## src/rtl/sumador_pkg.sv

```systemverilog
// rtl/sumador_pkg.sv - shared flag positions and types for the pipelined adder
package sumador_pkg;

    localparam int FLAG_N = 3;
    localparam int FLAG_Z = 2;
    localparam int FLAG_C = 1;
    localparam int FLAG_V = 0;

    typedef logic [3:0] flags_t;

endpackage

```

## src/rtl/sumador_etapa.sv

```systemverilog
// rtl/sumador_etapa.sv - combinational SLICE-bit carry-chain adder for one pipeline stage
module sumador_etapa #(
    parameter int SLICE = 16
) (
    input  logic [SLICE-1:0] a,
    input  logic [SLICE-1:0] b,
    input  logic             cin,
    output logic [SLICE-1:0] sum,
    output logic             cout
);

    // Only carry chain in a stage: SLICE bits wide
    assign {cout, sum} = {1'b0, a} + {1'b0, b} + {{SLICE{1'b0}}, cin};

endmodule

```

## src/rtl/sumador_segmentado.sv

```systemverilog
// rtl/sumador_segmentado.sv - pipelined adder/subtractor with valid/ready, flush and NZCV flags
module sumador_segmentado #(
    parameter int WIDTH  = 32,
    parameter int STAGES = 2
) (
    input  logic             clk,
    input  logic             rst_n,
    input  logic             vaciar,
    input  logic             in_valid,
    output logic             in_ready,
    input  logic [WIDTH-1:0] operando_a,
    input  logic [WIDTH-1:0] operando_b,
    input  logic             resta,
    output logic             out_valid,
    input  logic             out_ready,
    output logic [WIDTH-1:0] salida,
    output logic [3:0]       banderas
);
    import sumador_pkg::*;

    localparam int SLICE = WIDTH / STAGES;

    // Stage s owns slice s. Its inputs are the still-unprocessed upper slices
    // (UW bits) and the already-finished lower sum slices (LW bits).
    for (genvar s = 0; s < STAGES; s++) begin : etapa
        localparam int UW = WIDTH - s * SLICE;
        localparam int LW = s * SLICE;

        logic [UW-1:0]       a_in;
        logic [UW-1:0]       b_in;
        logic                c_in;
        logic                v_in;
        logic                rdy;
        logic                v_q;
        logic                cout;
        logic [SLICE-1:0]    suma;
        logic [LW+SLICE-1:0] sum_d;
        logic [LW+SLICE-1:0] sum_q;

        if (s == 0) begin : g_ent
            assign a_in  = operando_a;
            assign b_in  = resta ? ~operando_b : operando_b;
            assign c_in  = resta;
            assign v_in  = in_valid && in_ready;
            assign sum_d = suma;
        end else begin : g_enc
            assign a_in  = etapa[s-1].g_skew.a_q;
            assign b_in  = etapa[s-1].g_skew.b_q;
            assign c_in  = etapa[s-1].g_skew.c_q;
            assign v_in  = etapa[s-1].v_q;
            assign sum_d = {suma, etapa[s-1].sum_q};
        end

        sumador_etapa #(.SLICE(SLICE)) u_suma (
            .a   (a_in[SLICE-1:0]),
            .b   (b_in[SLICE-1:0]),
            .cin (c_in),
            .sum (suma),
            .cout(cout)
        );

        // A stage may advance when empty or when the next one advances
        if (s == STAGES - 1) begin : g_rdy
            assign rdy = !v_q || out_ready;
        end else begin : g_rdy
            assign rdy = !v_q || etapa[s+1].rdy;
        end

        // Valid bit and deskewed sum; flush clears valid but leaves data stale
        always_ff @(posedge clk or negedge rst_n) begin
            if (!rst_n) begin
                v_q   <= 1'b0;
                sum_q <= '0;
            end else if (vaciar) begin
                v_q <= 1'b0;
            end else if (rdy) begin
                v_q <= v_in;
                if (v_in) begin
                    sum_q <= sum_d;
                end
            end
        end

        if (s < STAGES - 1) begin : g_skew
            logic [UW-SLICE-1:0] a_q;
            logic [UW-SLICE-1:0] b_q;
            logic                c_q;

            // Skew registers: upper operand slices and the carry into the next slice
            always_ff @(posedge clk or negedge rst_n) begin
                if (!rst_n) begin
                    a_q <= '0;
                    b_q <= '0;
                    c_q <= 1'b0;
                end else if (!vaciar && rdy && v_in) begin
                    a_q <= a_in[UW-1:SLICE];
                    b_q <= b_in[UW-1:SLICE];
                    c_q <= cout;
                end
            end
        end else begin : g_fin
            flags_t f_d;
            flags_t flags_q;

            // Flags from the complete result; operand MSBs are in this stage's slice
            always_comb begin
                f_d         = '0;
                f_d[FLAG_N] = sum_d[WIDTH-1];
                f_d[FLAG_Z] = (sum_d == '0);
                f_d[FLAG_C] = cout;
                f_d[FLAG_V] = (a_in[SLICE-1] == b_in[SLICE-1]) &&
                              (sum_d[WIDTH-1] != a_in[SLICE-1]);
            end

            // Flags register alongside the final sum
            always_ff @(posedge clk or negedge rst_n) begin
                if (!rst_n) begin
                    flags_q <= '0;
                end else if (!vaciar && rdy && v_in) begin
                    flags_q <= f_d;
                end
            end
        end
    end

    assign in_ready  = etapa[0].rdy && !vaciar;
    assign out_valid = etapa[STAGES-1].v_q;
    assign salida    = etapa[STAGES-1].sum_q;
    assign banderas  = etapa[STAGES-1].g_fin.flags_q;

endmodule
```

## config.mk

```make
export PLATFORM = sky130hd
export DESIGN_NAME = sumador_segmentado
export DESIGN_NICKNAME = d
export VERILOG_FILES = /design/src/rtl/sumador_pkg.sv /design/src/rtl/sumador_etapa.sv /design/src/rtl/sumador_segmentado.sv
export SDC_FILE = /design/constraint.sdc
export NUM_CORES = 1
export LEC_CHECK = 0
export ABC_AREA = 0
export BUFFER_PORTS_ARGS = -buffer_cell sky130_fd_sc_hd__buf_2
export CELL_PAD_IN_SITES_DETAIL_PLACEMENT = 0
export CELL_PAD_IN_SITES_GLOBAL_PLACEMENT = 1
export CORE_ASPECT_RATIO = 0.8
export CORE_UTILIZATION = 30
export DETAILED_ROUTE_END_ITERATION = 8
export GPL_TIMING_DRIVEN = 0
export PLACE_DENSITY = 0.61
export SETUP_SLACK_MARGIN = 0.5
export SKIP_CTS_REPAIR_TIMING = 1
export SYNTH_ARGS = -nofsm -noshare
export SYNTH_HDL_FRONTEND = slang
export SYNTH_SLANG_ARGS = --single-unit
```

## constraint.sdc

```tcl
create_clock -name clk -period 2.5 [get_ports clk]
set_clock_uncertainty 0.05 [all_clocks]
set_input_delay 0.25 -clock clk [delete_from_list [all_inputs] [get_ports clk]]
set_output_delay 0.25 -clock clk [all_outputs]
set_load 0.01 [all_outputs]
```

==> run summary <==
Once routing completed, OpenROAD measured the worst setup slack at -219 ps. After detailed placement, the total cell area comes to roughly 6000 sq um. The worst endpoint required time is about 2700 ps.

In this run the most critical hold path is launched from vaciar. In the layout the commonest cells are nand2_1 (117), buf_2 (108), dfrtp_1 (87), o21ai_0 (30), ha_1 (25). The final max-slew violation count was 0. The tightest hold margin came out at approximately 78 ps. Timing analysis after detailed placement gives a worst setup slack of -452 ps. The post-synthesis cell type with the largest combined area is dfrtp_1. Setup repair after global routing could not meet its margin everywhere. Counting tap cells, the placed design contains a total of between 800 and 900 instances.

The fraction of synthesized cell area in xor and xnor cells is 0.0864. met1 is the most crowded layer. Excluding fillers, the count of instances in the completed layout stands at roughly 900. The time the worst path needs with I/O delays and setup is around 2700 ps.

The flow ran to the end, but the final reports show violations. The synthesized cell area is ~5100 sq um. The via count of the routed design came out at around 4,300.

By startpoint and endpoint, the worst setup path is classified as reg -> reg. The leading cell type in the layout, fill and taps excluded is nand2_1. The met3 demand-to-capacity share in global routing is 0.0320.

The path with the worst hold slack has its endpoint at out_valid. The total of flip-flops plus latches after synthesis came out at 87. The via count of the first global-routing pass came out at between 4,000 and 5,000. After detailed routing, the number of vias per cell comes to between 4 and 5. STA classifies the critical path startpoint as a flop. The worst setup path is captured at a flop.

The weighted congestion reported at the end of routability-driven placement came out at between 0.8 and 0.9. The initial core utilization is 0.306. After synthesis, the largest family of logic cells by area is simple AND/OR/NAND/NOR gates.

The first global-routing pass estimated 22,200 um of wire. The number of antenna violations at the first check in global routing is 0. The final HPWL from detailed placement came out at approximately 11,000 um.

The clock transition at the registers of the reported paths came out at 70 ps. The netlist uses 59 different library cells. At the pin with the least slew margin, the transition time is ~900 ps. TritonCTS built the clock tree. At the later pin of the worst-skew pair, clock insertion delay measures around 340 ps. Of all flip-flops after synthesis, the portion carrying an async set or reset was 1.00. Entering global routing, the biggest net connects 55 pins.

Of the synthesized area, sequential elements account for 0.430. The number of sinks driven by the clock tree is 87. The routed wirelength normalized by instance count came out at 15.9 um. The die width is 147 um. The setup-violating endpoint count in the final report came out at 5. The die footprint is between 15,000 and 20,000 sq um. The number of buffers inserted during clock tree synthesis came out at 9.

Timing would allow up to 368 MHz. The checks that failed: negative setup slack. The post-synthesis net count is between 600 and 700.

The post-synthesis compound-gate area fraction came out at 0.155. The maximum number of buffers from clock root to sink is 2. The maximum vdd ir drop came out at about 0.27 mV.

The worst-case headroom to the max-slew limit is 0.399. The H-tree level count came out at 3. The number of antenna diodes came out at 0. The global-route congestion overflow total is 0. The count of unresolved DRC violations after routing is 0. STA puts the critical path data arrival time at around 2900 ps. The synthesized design contains 0 enable-type register cells. The number of cells produced by synthesis is 527.

The finished cells cover between 6000 and 7000 sq um. The number of nets at the end of the flow is 770. The average size of a mapped cell came out at about 9.6 sq um.

The count of routing violations after the opening detailed-route iteration is 236. In this run the worst path has a maximum fanout of 3. In the global route stage, met2 resource usage came out at 0.229. After synthesis, the cell types taking the most area are dfrtp_1 (43%), nand2_1 (8.7%), ha_1 (7.4%), xnor2_1 (4.8%), mux2_2 (4.0%). The core area came out at about 17,000 sq um. Power comes to ~0.0056 W. In this run the critical register-to-register path is captured at banderas[2]. The floorplan step set the die height to between 100 and 150 um. The met1 routing resource usage after global routing is 0.255. Wires add up to 14,200 um.

The count of nets left with antenna violations once routing finished came out at 0. The tightest min-delay check is of the in -> reg type. The worst register-to-register path begins at etapa[0].g_skew.a_q[0].

The cell sitting at the root of the clock tree is a clkbuf_16. The setup check on the worst reg-to-reg path leaves a slack of -220 ps. The overall global routing resource usage is 0.165. The dominant register cell in the synthesized netlist is dfrtp_1.

The first TritonRoute pass finished after 4 iterations. The tool flagged a number of max-cap violations equal to 0. The area share of the largest cell type after synthesis came out at 0.430.

The count of buffers added on input and output ports is ~110. The share of post-route cells with drive strength above 1 is 0.353. The fraction of the mapped netlist area in simple logic gates came out at 0.181. The cell area power density is approximately 800 nW/um^2. The portion of synthesized area spent on multiplexers is 0.0440. The synthesized-area fraction occupied by adder cells came out at 0.0859. The reported leakage power is around 3.2 nW. The count of pins on the block boundary is roughly 110.

The final critical-path share of the clock period is 1.09. The number of cells on the worst reg-to-reg path came out at 9. The floorplan has 42 rows. The Yosys step of the flow raised 0 warnings.

The growth of design area from synthesis to finish is 34.8%. The hold-critical path depth is 2. The number of hold violations in the final report is 0.
how the worst max path moves through the flow:
stage | start | to | cells after the start
2_1_floorplan | resta | etapa[0].sum_q[14] | 11
3_3_place_gp | etapa[0].g_skew.a_q[0] | banderas[2] | 9
3_5_place_dp | etapa[0].g_skew.a_q[0] | banderas[2] | 9
4_1_cts | etapa[0].g_skew.a_q[0] | banderas[2] | 9
5_1_grt | etapa[0].g_skew.a_q[0] | banderas[2] | 9
6_report | etapa[0].g_skew.a_q[0] | banderas[2] | 9
logic make-up (layout without fill, tap and decap cells):
family          after synthesis  in the layout
flops                        87             87
xor+xnor                     50             50
mux                          20             20
compound gates              116            116
buf+inv                      24            169
simple gates                197            197
fa+ha+maj                    33             33
layout make-up:
cell class | instances | area (sq um)
multi-input cells | 416 | 3160
flip-flops and latches | 87 | 2180
clock inverters | 5 | 78.8
plain buffers | 20 | 139
fillers | 1677 | 9720
inverters | 4 | 15.0
well taps | 220 | 275
clock buffers | 11 | 253
repair buffers | 129 | 736
per-layer routing:
layer	share of wire	vias to the layer above
met5	0	-
met4	0.0092	0
met3	0.048	9
met2	0.42	110
met1	0.52	2042
li1	-	2145
through the flow:
step | util | TNS (ps)
finish | 0.413 | -819
floorplan | - | -61.6
global route | 0.413 | -1620
CTS | 0.382 | -612
detailed placement | 0.362 | -1070
global placement | 0.360 | -935
synth_stat cells, drive strengths merged (3+ instances only):
| cell type | instances |
|---|---|
| and2 | 6 |
| o21ai | 50 |
| buf | 7 |
| nor2b | 6 |
| clkbuf | 13 |
| or4 | 3 |
| a21oi | 14 |
| o21a | 3 |
| inv | 4 |
| nand3 | 6 |
| nor2 | 12 |
| nand2b | 6 |
| or3 | 3 |
| a211oi | 7 |
| a2111oi | 3 |
| fa | 3 |
| o211ai | 4 |
| nor3 | 10 |
| mux2 | 18 |
| and3 | 5 |
| a31oi | 5 |
| nor3b | 6 |
| xor2 | 22 |
| o31ai | 7 |
| ha | 30 |
| xnor2 | 28 |
| nor4 | 6 |
| a21o | 8 |
| nand2 | 118 |
| dfrtp | 87 |
worst max-delay path, stage by stage (launching register included):
cell,delay [ps]
dfrtp_1,410
fa_2,420
a21o_1,240
a211o_1,310
o211ai_2,230
buf_4,160
a21oi_4,60
o31ai_4,300
mux2i_2,310
o31ai_1,110
flip-flops by register name (all words and copies together), names as in the netlist:
register	cells
salida	32
etapa.g_skew.a_q	16
etapa.g_skew.b_q	16
etapa.sum_q	16
banderas	4
etapa.g_skew.c_q	1
etapa.v_q	1
out_valid	1
report_power, final:
part | internal, W | switching (W) | leakage [nW]
Combinational | 0.000968 | 0.00115 | 1.95
Sequential | 0.00176 | 0.000262 | 1.07
Clock | 0.000930 | 0.000559 | 0.166
Power figures use the tool's default switching activity.
